[src/rtl/data_memory_arbiter.sv]
// data_memory_arbiter
//   Two-port round-robin arbiter and sequencer in front of a single-ported
//   data memory. Accesses are serialised through IDLE -> ISSUE -> (WAIT) ->
//   RESP, and each one completes with a one-cycle Ack pulse.
//
// Ports:
//   Clock, Reset            clock (posedge state changes), async active-high reset
//   Req/We/Addr/WData[0|1]  requester access request, held until Ack
//   Ack[0|1], RData[0|1]    registered completion pulse and load data
//   MemAddress, MemWriteData, MemoryRead, MemoryWrite, MemReadData
//                           single-ported memory interface (one strobe at a time)
//   Busy                    high whenever the sequencer is not in IDLE
module data_memory_arbiter #(
  parameter int ADDR_WIDTH = 64,
  parameter int DATA_WIDTH = 64
) (
  input  logic                  Clock,
  input  logic                  Reset,
  input  logic                  Req0,
  input  logic                  We0,
  input  logic [ADDR_WIDTH-1:0] Addr0,
  input  logic [DATA_WIDTH-1:0] WData0,
  output logic                  Ack0,
  output logic [DATA_WIDTH-1:0] RData0,
  input  logic                  Req1,
  input  logic                  We1,
  input  logic [ADDR_WIDTH-1:0] Addr1,
  input  logic [DATA_WIDTH-1:0] WData1,
  output logic                  Ack1,
  output logic [DATA_WIDTH-1:0] RData1,
  output logic [ADDR_WIDTH-1:0] MemAddress,
  output logic [DATA_WIDTH-1:0] MemWriteData,
  output logic                  MemoryRead,
  output logic                  MemoryWrite,
  input  logic [DATA_WIDTH-1:0] MemReadData,
  output logic                  Busy
);

  typedef enum logic [1:0] {
    S_IDLE,
    S_ISSUE,
    S_WAIT,
    S_RESP
  } state_t;

  state_t                state_q, state_d;
  logic                  last_grant_q, last_grant_d;
  logic                  winner_q, winner_d;
  logic                  we_q, we_d;
  logic [ADDR_WIDTH-1:0] addr_q, addr_d;
  logic [DATA_WIDTH-1:0] wdata_q, wdata_d;
  logic                  mem_rd_q, mem_rd_d;
  logic                  mem_wr_q, mem_wr_d;
  logic                  ack0_q, ack0_d;
  logic                  ack1_q, ack1_d;
  logic [DATA_WIDTH-1:0] rdata0_q, rdata0_d;
  logic [DATA_WIDTH-1:0] rdata1_q, rdata1_d;
  logic                  busy_q, busy_d;
  logic                  pick;
  logic                  pick_we;

  always_comb begin
    state_d      = state_q;
    last_grant_d = last_grant_q;
    winner_d     = winner_q;
    we_d         = we_q;
    addr_d       = addr_q;
    wdata_d      = wdata_q;
    mem_rd_d     = 1'b0;
    mem_wr_d     = 1'b0;
    ack0_d       = 1'b0;
    ack1_d       = 1'b0;
    rdata0_d     = rdata0_q;
    rdata1_d     = rdata1_q;
    // On a tie the requester that did not win last time gets the grant.
    pick         = (Req0 && Req1) ? ~last_grant_q : Req1;
    pick_we      = pick ? We1 : We0;

    unique case (state_q)
      S_IDLE: begin
        if (Req0 || Req1) begin
          winner_d     = pick;
          last_grant_d = pick;
          we_d         = pick_we;
          addr_d       = pick ? Addr1 : Addr0;
          wdata_d      = pick ? WData1 : WData0;
          // Strobes are registered so they are valid for the whole ISSUE cycle.
          mem_rd_d     = ~pick_we;
          mem_wr_d     = pick_we;
          state_d      = S_ISSUE;
        end
      end
      S_ISSUE: begin
        if (we_q) begin
          state_d = S_RESP;
          ack0_d  = ~winner_q;
          ack1_d  = winner_q;
        end else begin
          state_d = S_WAIT;
        end
      end
      S_WAIT: begin
        // Memory output has settled by the end of WAIT.
        if (winner_q) rdata1_d = MemReadData;
        else          rdata0_d = MemReadData;
        ack0_d  = ~winner_q;
        ack1_d  = winner_q;
        state_d = S_RESP;
      end
      S_RESP: begin
        state_d = S_IDLE;
      end
      default: begin
        state_d = S_IDLE;
      end
    endcase

    busy_d = (state_d != S_IDLE);
  end

  always_ff @(posedge Clock or posedge Reset) begin
    if (Reset) begin
      state_q      <= S_IDLE;
      last_grant_q <= 1'b1;
      winner_q     <= 1'b0;
      we_q         <= 1'b0;
      addr_q       <= '0;
      wdata_q      <= '0;
      mem_rd_q     <= 1'b0;
      mem_wr_q     <= 1'b0;
      ack0_q       <= 1'b0;
      ack1_q       <= 1'b0;
      rdata0_q     <= '0;
      rdata1_q     <= '0;
      busy_q       <= 1'b0;
    end else begin
      state_q      <= state_d;
      last_grant_q <= last_grant_d;
      winner_q     <= winner_d;
      we_q         <= we_d;
      addr_q       <= addr_d;
      wdata_q      <= wdata_d;
      mem_rd_q     <= mem_rd_d;
      mem_wr_q     <= mem_wr_d;
      ack0_q       <= ack0_d;
      ack1_q       <= ack1_d;
      rdata0_q     <= rdata0_d;
      rdata1_q     <= rdata1_d;
      busy_q       <= busy_d;
    end
  end

  // Latched request copies drive the memory directly; they are held
  // outside ISSUE so the address stays stable through WAIT.
  assign MemAddress   = addr_q;
  assign MemWriteData = wdata_q;
  assign MemoryRead   = mem_rd_q;
  assign MemoryWrite  = mem_wr_q;
  assign Ack0         = ack0_q;
  assign Ack1         = ack1_q;
  assign RData0       = rdata0_q;
  assign RData1       = rdata1_q;
  assign Busy         = busy_q;

endmodule
[config.mk]
export PLATFORM = sky130hd
export DESIGN_NAME = data_memory_arbiter
export DESIGN_NICKNAME = d
export VERILOG_FILES = /design/src/rtl/data_memory_arbiter.sv
export SDC_FILE = /design/constraint.sdc
export NUM_CORES = 1
export LEC_CHECK = 0
export ABC_AREA = 1
export ABC_CLOCK_PERIOD_IN_PS = 16140
export BUFFER_PORTS_ARGS = -buffer_cell sky130_fd_sc_hd__buf_2
export CAP_MARGIN = 20
export CORE_AREA = 2 2 226 228
export CTS_CLUSTER_SIZE = 12
export DETAILED_ROUTE_END_ITERATION = 8
export DIE_AREA = 0 0 228 230
export PLACE_DENSITY = 0.49
export SLEW_MARGIN = 30
export SYNTH_ARGS = -nofsm -noshare
export SYNTH_HDL_FRONTEND = slang
export SYNTH_SLANG_ARGS = --single-unit
[constraint.sdc]
create_clock -name Clock -period 16.14 [get_ports Clock]
set_input_delay 2.421 -clock Clock [delete_from_list [all_inputs] [get_ports Clock]]
set_output_delay 2.421 -clock Clock [all_outputs]
set_load 0.02 [all_outputs]
==> flow_summary_export.csv <==
group,metric,value,unit
run_status,status,"complete, no violations",
layout,final_cells,2854,
pwr,p_clk_share,23.0,%
layout,mostFrequentLayoutCell,"buf_2",
synthesis,synth-seq-area-share,53.86,%
critical_path,arrival,4990,ps
cts,cts_tree,"built",
timing,post-route-period-util,28.42,%
cts,cts_max_level,2,
hold_path,min_path_cells,2,
global_route,grt_pass1_vias,11970,
pwr,p_int,1991,uW
critical_path,crit_path_start_kind,"input pin",
route,avgRoutedWirePerCell,16.07,um
synthesis,synth_top_cell_area_share,53.65,%
synthesis,synthCells,1620,
global_route,antenna_found_initial,17,
floorplanning,row_count,82,
synthesis,synth.area.mux_share,0,%
hold_path,min_from,"MemWriteData[18]",
timing,clock.fmax,218.0,MHz
synthesis,synth_nets,1949,
cts,cts_inserted_buffers,34,
timing,setup_viol,0,
synthesis,synth_area_per_cell,7.630,sq um
critical_path,cp.required,16540,ps
synthesis,synth_cell_type_count,19,
timing,rsz0062_at_grt,"false",
synthesis,yosysWarnings,0,
cts,clockBufferDepth,3,
floorplanning,design.die.area,52440,sq um
timing,worstMarginPinSlew,930.9,ps
layout,stdcell_area,17060,sq um
pwr,power_density,208.0,nW/um^2
run,maxCapViolCount,0,
critical_path,crit_fanout,73,
cts,ctsResizeCount,0,
route,viasPerCell,4.280,
hold_path,min_path_type,"reg2reg",
timing,final.setup.tns,0,ps
synthesis,syn_area,12360,sq um
route,via_count,12220,
critical_path,rr_worst_depth,6,
critical_path,criticalPathCategory,"in2reg",
synthesis,ys_ff_latch,266,
cts,cts-root-buf,"clkbuf_16",
placed_design,place_hpwl,32700,um
global_route,grt_max_degree,177,
timing,clock_skew,13.01,ps
layout,final_layout_size_suffix_gt1_share,30.24,%
placed_design,place_inst,2790,
hold_path,whs_endpoint,"MemWriteData[18]",
pwr,combPwrFrac,43.6,%
cts,postCtsSetupBuffers,0,
timing,slew_viol_final,0,
synthesis,synth_top_family_by_area,"simple AND/OR/NAND/NOR gates",
route,dr.pass1.iters,5,
cts,clk_latency,520,ps
critical_path,regToRegStartpoint,"last_grant_q",
global_route,grt_use_total,16.96,%
floorplanning,num_io_pins,587,
pwr,p_leak,0.01032,uW
route,first_iter_violations,691,
pwr,p_switching,1558,uW
floorplanning,die-height,230,um
floorplanning,core_area,49860,sq um
placed_design,place_area,15810,sq um
critical_path,r2r_setup_slack,13060,ps
synthesis,yosys.area_share.simple,26.71,%
global_route,grt_overflow,0,
route,ant_nets,0,
floorplanning,start_util,24.79,%
placed_design,numPortBuffers,586,
placed_design,gp_congestion,0.8678,
synthesis,synth_compound_area_share,5.395,%
synthesis,synth_xor_area_share,0,%
synthesis,synthAdderAreaFrac,0.3037,%
synthesis,synth_top_area_cell,"dfrtp_1",
pwr,p_total,3549,uW
cts,postCtsHoldBufs,0,
timing,final_hold_viol_count,0,
timing,maxSlewHeadroom,37.94,%
critical_path,r2r-end,"MemWriteData[19]",
synthesis,synth_area_leaders,"dfrtp_1, nand2_1, nand3_1",
route,drc,0,
layout,layout_common_cells,"buf_2, nand2_1, inv_1, dfrtp_1, nand3_1",
critical_path,critPathCaptureType,"register",
layout,final_net_count,2484,
route,totalWireLength,45860,um
pwr,peakVddDrop,0.1042,mV
floorplanning,die_x,228,um
cts,clk_pin_slew,60,ps
layout,synthToLayoutAreaGrowth,38.02,%
global_route,grt_pass1_wl,69950,um
cts,clkSinkCount,266,
pwr,p_seq_share,33.4,%
timing,period_needed,4586,ps
pwr,power.share.switching,43.89,%
[layout make-up]
cell class,instances,area (sq um)
fillers,5427,32800
flip-flops and latches,266,6658
multi-input cells,925,4039
repair buffers,598,3062
inverters,330,1246
clock buffers,50,1055
well taps,672,840.8
clock inverters,7,145.1
diodes,6,15.01
[metal layers]
layer / wire length (um) / GRT usage, % / vias to the layer above / share of wire (%)
li1: - / - / 5963 / -
met1: 19060 / 20.90 / 5671 / 42
met2: 20930 / 26.83 / 472 / 46
met3: 4460 / 6.994 / 90 / 9.7
met4: 1278 / 5.678 / 20 / 2.8
met5: 131 / 0 / - / 0.29
[cells in the mapped netlist]
| master | instances |
|---|---|
| ha_1 | 3 |
| nor2_1 | 3 |
| nor2_2 | 1 |
| o21ai_1 | 1 |
| buf_4 | 8 |
| inv_1 | 330 |
| nand2_2 | 1 |
| dfrtp_1 | 265 |
| buf_2 | 36 |
| dfstp_2 | 1 |
| nand4_1 | 1 |
| o21ai_0 | 128 |
| clkbuf_4 | 1 |
| nand3_1 | 260 |
| clkbuf_1 | 53 |
| a21oi_1 | 1 |
| o21ai_4 | 1 |
| buf_6 | 1 |
| nand2_1 | 525 |
[how the worst max path moves through the flow]
stage           from  slack (ps)  cells past startpoint                to
2_1_floorplan  Reset        6400                      1              Ack0
6_report        Req0       11550                      7  MemWriteData[19]
5_1_grt         Req0       11300                      7  MemWriteData[19]
4_1_cts         Req0       11520                      7  MemWriteData[41]
3_5_place_dp    Req0       10950                      7  MemWriteData[41]
3_3_place_gp    Req0       11000                      7  MemWriteData[19]
[power by group through the flow]
stage	sequential, uW	clock (uW)	combinational [uW]
floorplan	1570	0	577
global placement	1180	0	1560
detailed placement	1190	0	1570
CTS	1180	846	1570
global route	1230	875	1720
finish	1180	816	1550
[logic make-up (layout without fill, tap and decap cells)]
kind of cell,Yosys count,after routing
adder cells (fa/ha/maj),3,3
AND/OR/NAND/NOR,791,791
buffers and inverters,429,985
AO/OA/AOI/OAI,131,131
other,0,6
flip-flops,266,266
[stage by stage]
stage	setup WS, ps	util, %	hold slack (ps)
after floorplan	6395	-	422.4
after global placement	11000	31.71	460.8
after detailed placement	10950	31.71	461.4
after CTS	11520	34.12	479.0
after global routing	11300	34.20	497.3
final	11550	34.21	473.3
[sequential cells by signal (all words and copies together), names as in the netlist]
signal        cells
MemoryRead        1
RData1           64
last_grant_q      1
we_q              1
winner_q          1
MemWriteData     64
Busy              1
RData0           64
MemoryWrite       1
MemAddress       64
Ack1              1
state_q           2
Ack0              1
[critical path, cell delays in order]
cell and delay [ps]:
buf_2 140, nand2_4 480, nand2_4 820, buf_4 690, nand2_1 120, nand3_1 100, nand2_1 60
Note: power is estimated with default switching activity, not from simulation.
